==> config.mk <==
export PLATFORM = sky130hd
export DESIGN_NAME = bus_slave_if
export DESIGN_NICKNAME = d
export VERILOG_FILES = /design/src/rtl/bus_slave_if_pkg.sv /design/src/rtl/bus_slave_if.sv
export SDC_FILE = /design/constraint.sdc
export NUM_CORES = 1
export LEC_CHECK = 0
export CAP_MARGIN = 0
export CORE_ASPECT_RATIO = 0.6
export CORE_MARGIN = 2
export CORE_UTILIZATION = 52
export CTS_CLUSTER_DIAMETER = 60
export DETAILED_ROUTE_END_ITERATION = 10
export GPL_TIMING_DRIVEN = 0
export PLACE_DENSITY = 0.88
export REMOVE_ABC_BUFFERS = 1
export SETUP_SLACK_MARGIN = 0.2
export SLEW_MARGIN = 40
export SYNTH_ARGS = -nofsm -noshare
export SYNTH_HDL_FRONTEND = slang
export SYNTH_SLANG_ARGS = --single-unit
==> constraint.sdc <==
create_clock -name clk -period 7.87 [get_ports clk]
set_input_delay 1.9675 -clock clk [delete_from_list [all_inputs] [get_ports clk]]
set_output_delay 1.9675 -clock clk [all_outputs]
set_load 0.05 [all_outputs]
==> src/rtl/bus_slave_if_pkg.sv <==
// bus_slave_if_pkg: shared bus encodings, widths and slave FSM states
package bus_slave_if_pkg;
  localparam int WORD_ADDR_W = 30;
  localparam int WORD_DATA_W = 32;
  localparam int WAIT_W = 4;
  localparam logic ENABLE_ = 1'b0;
  localparam logic DISABLE_ = 1'b1;
  localparam logic READ = 1'b1;
  localparam logic WRITE = 1'b0;
  typedef enum logic [1:0] {
    BUS_SLAVE_IDLE = 2'd0,
    BUS_SLAVE_WAIT = 2'd1,
    BUS_SLAVE_ACK  = 2'd2
  } state_t;
endpackage

==> src/rtl/bus_slave_if.sv <==
// bus_slave_if: bus responder with wait states and a 32-bit register bank
module bus_slave_if
  import bus_slave_if_pkg::*;
#(
  parameter int NUM_REGS = 4,
  parameter int IDX_W = 2,
  parameter int WAIT_CYCLES = 1
) (
  input  logic                         clk,
  input  logic                         reset,
  input  logic                         s_cs_,
  input  logic                         s_as_,
  input  logic                         s_rw,
  input  logic [WORD_ADDR_W-1:0]       s_addr,
  input  logic [WORD_DATA_W-1:0]       s_wr_data,
  output logic [WORD_DATA_W-1:0]       s_rd_data,
  output logic                         s_rdy_,
  output logic [NUM_REGS*32-1:0]       regs_o
);
  state_t state, next;
  logic [WAIT_W-1:0] cnt;
  logic [IDX_W-1:0] idx, use_idx;
  logic rw, use_rw, accept, enter_ack;
  logic [WORD_DATA_W-1:0] wd, use_wd;
  logic [31:0] regs [NUM_REGS];
  logic addr_unused;
  assign addr_unused = ^s_addr[WORD_ADDR_W-1:IDX_W];
  // state register
  always_ff @(posedge clk)
    state <= reset ? BUS_SLAVE_IDLE : next;
  // next-state: accept in IDLE, count down in WAIT, ACK lasts one cycle
  always_comb begin
    next = BUS_SLAVE_IDLE;
    if (state == BUS_SLAVE_IDLE)
      next = accept ? (WAIT_CYCLES == 0 ? BUS_SLAVE_ACK : BUS_SLAVE_WAIT) : BUS_SLAVE_IDLE;
    else if (state == BUS_SLAVE_WAIT)
      next = cnt == '0 ? BUS_SLAVE_ACK : BUS_SLAVE_WAIT;
  end
  // request qualification; with zero wait states the live inputs feed the ACK edge
  always_comb begin
    accept = state == BUS_SLAVE_IDLE && s_cs_ == ENABLE_ && s_as_ == ENABLE_;
    enter_ack = next == BUS_SLAVE_ACK;
    use_idx = state == BUS_SLAVE_IDLE ? s_addr[IDX_W-1:0] : idx;
    use_rw = state == BUS_SLAVE_IDLE ? s_rw : rw;
    use_wd = state == BUS_SLAVE_IDLE ? s_wr_data : wd;
  end
  // request latches, wait counter, register bank and registered response
  always_ff @(posedge clk)
    if (reset) begin
      cnt <= '0;
      idx <= '0;
      rw <= 1'b0;
      wd <= '0;
      s_rdy_ <= DISABLE_;
      s_rd_data <= '0;
      for (int i = 0; i < NUM_REGS; i++) regs[i] <= '0;
    end else begin
      if (accept) begin
        idx <= s_addr[IDX_W-1:0];
        rw <= s_rw;
        wd <= s_wr_data;
      end
      cnt <= accept ? WAIT_W'(WAIT_CYCLES > 0 ? WAIT_CYCLES - 1 : 0)
           : (state == BUS_SLAVE_WAIT && cnt != '0) ? cnt - 1'b1 : cnt;
      s_rdy_ <= enter_ack ? ENABLE_ : DISABLE_;
      s_rd_data <= (enter_ack && use_rw == READ) ? regs[use_idx] : '0;
      if (enter_ack && use_rw == WRITE) regs[use_idx] <= use_wd;
    end
  for (genvar g = 0; g < NUM_REGS; g++) begin : g_flat
    assign regs_o[32*g +: 32] = regs[g];
  end
endmodule

; After elaboration in Yosys (flattened, before gate mapping)
; Memory sizes are Yosys's and may differ from the RTL's. A register that Yosys moved wholly into a read port is not among the register bits.
; Cells that the tools add are included.
[word_totals]
elab_cells = 41
regBits = 42
ram_bits = 128
out_inout_bits = 161
in_bits = 67
mem_count = 1
[memory_table]
columns = name, words, width, read_ports, rd_ports_with_merged_regs, write_ports, line
row1 = regs, 4, 32, 5, 1, 4, bus_slave_if.sv:25  ; logic [31:0] regs [NUM_REGS];
[classes]
n_reduce_logical = 11
mux = 16
bitwise = 4
addsub = 1
n_eq_ne = 2
[op_table]
columns = cell, count
row1 = $mux 32, 2
row2 = $reduce_or 32->1, 1
row3 = $mux 2, 5
row4 = $mux 1, 9
row5 = $logic_and 1x1->1, 5
row6 = $logic_not 4->1, 1
row7 = $not 1->1, 4
row8 = $reduce_bool 4->1, 1
row9 = $reduce_or 2->1, 2
row10 = $sub 4x1->4 const B, 1
row11 = $eq 2x1->1 const B, 1
row12 = $eq 2x2->1 const B, 1
row13 = $logic_not 2->1, 1

; Longest topological paths before layout
[depth]
depth_word = 12
ltp_mapped = 8
ltp_nobuf = 6

; Worst setup path before layout
; Ideal clock, no wire load.
[synth_path]
kind = input-to-reg
start = input port s_addr[0]
end = memory regs[1][0], enable pin
arrival_ps = 5405
required_ps = 7400
setup_slack_ps = 1995
setup_time_ps = 470
path_stages = 5
n_path_buf = 2
path_cell_list = or3b_2 > and2_1 > buf_2 > buf_2 > o31ai_1
[synth_lines]
columns = element, line
row1 = start: declaration, bus_slave_if.sv:14  ; input logic [WORD_ADDR_W-1:0] s_addr,
row2 = end: declaration, bus_slave_if.sv:25

==> results.yml <==
outcome:
  status: "finished, final reports clean"
sta:
  setup_violations: 0
  tightest_slew_ps: 865
  holdWs_ps: 454
  max_freq_mhz: 209
  worst_clock_skew_ps: 14.0
  slew_viol_final: 0
  max_slew_margin_pct: 42.1
  setup_slack_ps: 3070
  period_minus_slack_ps: 4800
  rsz0062_at_grt: "no"
  hold_violations: 0
  period_share_pct: 60.9
cts:
  clk_pin_slew_ps: 60
  postCtsHoldBufs: 0
  cts_made_buffers: 19
  cts.sinks: 202
  tritoncts: "built"
  h-tree-depth: 1
  post_cts_resize_count: 0
  clock_latency_ps: 480
  post_cts_buffers: 0
  clock_path_buffers: 3
  root_buffer: "clkbuf_16"
setup_path:
  arrival_ps: 4970
  end_kind: "flip-flop"
  cp_max_fo: 21
  worstSetupStartpointType: "input port"
  crit_buf_inv: 5
  required_ps: 8040
  path_class: "input port to flip-flop"
  crit_path_top_delay_cell: "or3b_2"
  cp_cell_sequence: "clkdlybuf4s50_1 > or3b_2 > and2_4 > buf_12 > buf_12 > o31ai_4 > buf_4 > buf_4"
  cp_slowest_stage_delay_ps: 670
  critPathTopFamily: "buffers and inverters"
drt:
  vias_per_cell: 5.75
  drc: 0
  first_pass_iters: 5
  ant_nets: 0
  drt_iter0_drc: 589
  wirelength_um: 23600
  vias: 6305
  wl_per_cell_um: 21.5
yosys:
  async_reset_ff_share_pct: 0
  synthCells: 685
  yosysWarnings: 0
  yosys_most_used_dff: "edfxtp_1"
  synth_edf_count: 128
  syn_avg_cell_area_sq_um: 11.9
  synth.distinct_cells: 42
  ys_seq_area_share_pct: 65.3
  syn_area_sq_um: 8160
  ys_ff_latch: 202
pwr:
  powerDensity_nw_per_um2: 216
  ir_drop_v: 0.000146
  p_leak_nw: 4.33
global_route:
  grt_usage_pct: 28.0
  antenna_found_initial: 0
  grt_pass1_vias: 6323
  overflow: 0
  grt_pass1_wl_um: 36200
  grt_max_degree: 45
floorplan:
  chipHeight_um: 101
  die_w_um: 166
  rows: 35
  coreArea_sq_um: 15300
  start_util_pct: 53.2
  die_area_sq_um: 16700
  io_pins: 228
finish:
  utilization_pct: 73.1
  area_growth_pct: 37.2
  final_cell_mix: "clkdlybuf4s50_1, edfxtp_1, nor2_1"
  antenna_cells: 0
  drive_above_1_share_pct: 11.7
  layout_commonest_cell: "clkdlybuf4s50_1"
  nets: 952
flow_run:
  cap_viol_max_count: 0
place:
  port_buffers: 199
  pre_cts_slack_ps: 2630
  dp.final_hpwl_um: 16300
  gp_congestion: 0.833
hold_path:
  hold_path_class: "flip-flop to flip-flop"
Yosys cell counts, types with 2 or more instances:
master / count / area, sq um
a211oi_1: 26 / 195
a21oi_1: 37 / 185
and2_1: 2 / 12.5
and3_1: 13 / 81.3
buf_1: 2 / 7.51
buf_2: 13 / 65.1
buf_6: 3 / 33.8
clkbuf_1: 30 / 113
dfxtp_1: 74 / 1480
edfxtp_1: 128 / 3840
ha_1: 2 / 25.0
inv_1: 7 / 26.3
mux2i_1: 83 / 831
nand2_1: 74 / 278
nand3_1: 2 / 10.0
nor2_1: 98 / 368
nor2_2: 30 / 188
nor2b_1: 2 / 12.5
nor3_1: 8 / 40.0
nor3b_1: 2 / 15.0
o21ai_0: 3 / 15.0
o21ba_2: 2 / 20.0
o21bai_1: 2 / 15.0
o22ai_1: 19 / 119
o31ai_1: 3 / 22.5
or3_1: 2 / 12.5
or3b_2: 2 / 17.5
xnor2_1: 2 / 17.5
cell type report:
type                    count  area [sq um]
flip-flops and latches    202          5330
inverters                   7          26.3
fillers                  1044          4130
clock inverters             7          62.6
repair buffers            226          2340
clock buffers              25           498
multi-input cells         427          2700
well taps                 203           254
logic make-up (layout without fill, tap and decap cells):
family / count (synthesis) / in the layout / synth area share, %
fa+ha+maj: 2 / 2 / 0.307
flops: 202 / 202 / 65.3
buf+inv: 56 / 265 / 3.10
simple gates: 245 / 245 / 13.6
xor+xnor: 2 / 2 / 0.215
mux: 83 / 83 / 10.2
compound gates: 95 / 95 / 7.30
routing by layer:
layer	vias to the layer above	wire (um)	global-route usage, %
li1	2831	-	-
met1	3075	9990	37.5
met2	355	10700	45.8
met3	44	2410	8.32
met4	0	437	6.22
met5	-	0	0
path summary, 6_finish.rpt:
| path | from | to | slack, ps | cells past startpoint |
|---|---|---|---|---|
| max | s_addr[0] | regs[1][23] | 3070 | 8 |
| min | wd[21] | wd[21] | 450 | 2 |
| max reg2reg | state[0] | regs[1][23] | 4690 | 7 |
| min reg2reg | wd[21] | wd[21] | 450 | 2 |
tightest hold or removal path: stages, from the launching register on:
cell and delay [ps]:
dfxtp_1 310, nand2_1 50, a21oi_1 50
where the power goes:
part / internal [W] / total [W] / leakage (nW) / switching [W]
Combinational: 0.000126 / 0.000368 / 2.14 / 0.000242
Sequential: 0.00117 / 0.00119 / 1.93 / 0.0000276
Clock: 0.000479 / 0.000860 / 0.267 / 0.000381
flip-flops by register name (all words and copies together), names as in the netlist:
name	count
cnt	4
idx	2
regs	128
rw	1
s_rd_data	32
s_rdy_	1
state	2
wd	32
through the flow:
stage / TNS, ps / total power [W] / cells / cell area, sq um
after floorplan: 0 / 0.00143 / 636 / 7930
after global placement: -185760 / 0.00156 / 1038 / 10200
after detailed placement: 0 / 0.00158 / 1065 / 10600
after CTS: 0 / 0.00242 / 1097 / 11200
after global routing: 0 / 0.00249 / 1097 / 11200
final: 0 / 0.00242 / 1097 / 11200
Note: power is estimated with default switching activity, not from simulation.
==> RTL change (config.mk and constraints unchanged) <==
`s_rd_data` no longer has a reset.
--- a/src/rtl/bus_slave_if.sv
+++ b/src/rtl/bus_slave_if.sv
@@ -53,5 +53,4 @@
       wd <= '0;
       s_rdy_ <= DISABLE_;
-      s_rd_data <= '0;
       for (int i = 0; i < NUM_REGS; i++) regs[i] <= '0;
     end else begin
@@ -64,7 +63,10 @@
            : (state == BUS_SLAVE_WAIT && cnt != '0) ? cnt - 1'b1 : cnt;
       s_rdy_ <= enter_ack ? ENABLE_ : DISABLE_;
-      s_rd_data <= (enter_ack && use_rw == READ) ? regs[use_idx] : '0;
       if (enter_ack && use_rw == WRITE) regs[use_idx] <= use_wd;
     end
+
+  always_ff @(posedge clk) begin
+    s_rd_data <= (enter_ack && use_rw == READ) ? regs[use_idx] : '0;
+  end
   for (genvar g = 0; g < NUM_REGS; g++) begin : g_flat
     assign regs_o[32*g +: 32] = regs[g];
Formal check against the unedited RTL: not equivalent (Yosys sat finds a counterexample within 10 cycles, from zero or initial values and one cycle with reset high; the reset may be asserted at any time).
==> RTL change against the original RTL <==
Final area down 0.66%. Global-route usage fell by 0.33 points. Total power increased by 5.0%. Critical path depth shrank 2. Register-to-register slack improved by 0.10 ns. Area after synthesis decreased by 0.40%. Worst hold slack about the same. Routed wire length is 1.5% lower. Sequential cell count unchanged. Final cell count shrank 0.91%. Setup slack improved by 0.69 ns. Synthesized cell count shrank 0.88%. Clock power is 16% higher. Critical endpoint is now regs[3][14]. Largest power group unchanged. Highest routed layer unchanged.
==> RTL change: results <==
metrics = {
    "setup_path": {
        "endpoint": "regs[3][14]",
        "timing.rr.end": "s_rd_data[28]",
        "reg2reg_depth": 5,
        "cp.arrival_ns": 4.28,
        "cp-startpoint": "s_addr[1]",
        "cpMaxStageDelayCell": "clkdlybuf4s50_1",
        "cp_max_fo": 7,
        "worst_path_largest_cell_delay_ns": 0.58,
        "rrSetupSlack_ns": 4.79,
    },
    "synthesis": {
        "synthTopCellsByCount": "131 x nor2_1, 128 x edfxtp_1, 89 x mux2i_1",
        "synthAdderAreaFrac": 0.00308,
        "synth_xor_area_frac": 0.00216,
        "synthMuxAreaShare": 0.110,
        "synth_cell_types": 43,
        "ys_top_cells_by_area": "edfxtp_1 47%, dfxtp_1 18%, mux2i_1 11%",
        "synth_compound_area_frac": 0.0600,
    },
    "worst_hold_path": {
        "hold_start": "wd[6]",
        "hold-path-endpoint": "wd[6]",
        "hold_path.class": "register to register",
    },
    "power_and_ir_drop": {
        "ir_drop_uv": 134,
        "p_leak_nw": 4.29,
    },
    "placement": {
        "dp_hpwl_um": 15000,
        "pre_cts_slack_ns": 3.39,
        "place.gp.congestion": 0.794,
        "dpl_cell_area_um2": 10500,
    },
    "cells_and_area": {
        "reg_top3": "regs x128, s_rd_data x32, wd x32",
        "final_nets": 941,
        "drive_above_1_share": 0.0758,
        "n_all_buffers": 219,
        "multi_input_gates": 422,
        "multi_input_area_share": 0.229,
        "n_all_inverters": 8,
        "nClkBuffers": 24,
        "area_share_nonclk_buffers": 0.207,
        "fillers": 1033,
        "seq_area_frac": 0.479,
    },
    "clocking": {
        "cts_resized": 0,
    },
    "detailed_routing": {
        "drt_iter0_drc": 483,
        "routedWlPerCell_um": 21.4,
        "vias_per_cell": 5.70,
    },
    "timing": {
        "skew_ns": 0.0118,
        "worstMarginPinSlew_ns": 0.818,
        "setup_ws_ns": 3.77,
    },
    "global_route": {
        "grt_pass1_wl_um": 34800,
        "antenna_found_initial": 0,
        "grt_pass1_vias": 6237,
        "grt_max_degree": 65,
        "grt_util_all_layers": 0.277,
    },
    "run_status": {
        "status": "finished, final reports clean",
    },
}
-- RTL change: worst min-delay path, stage by stage, from the launching register on --
cell and delay (ns):
dfxtp_1 0.31, nand2_1 0.05, a21oi_1 0.05
-- RTL change: metrics by stage --
step                 util  std cells  hold slack [ns]  setup TNS (ns)
global placement    0.658       1034            0.441          -13.97
CTS                 0.726       1087            0.456               0
floorplan               -        632            0.430               0
global route        0.726       1087            0.473               0
finish              0.726       1087            0.454               0
detailed placement  0.682       1054            0.447               0
-- RTL change: per-layer routing --
| layer | part of all wire | vias to the layer above | global-route usage |
|---|---|---|---|
| li1 | - | 2780 | - |
| met1 | 0.41 | 2978 | 0.369 |
| met2 | 0.45 | 390 | 0.444 |
| met3 | 0.11 | 43 | 0.0905 |
| met4 | 0.019 | 0 | 0.0703 |
| met5 | 0 | - | 0 |
-- RTL change: power by group --
part | internal, mW | switching (mW)
registers | 1.17 | 0.0263
logic | 0.122 | 0.232
clock network | 0.610 | 0.385
total | 1.90 | 0.644
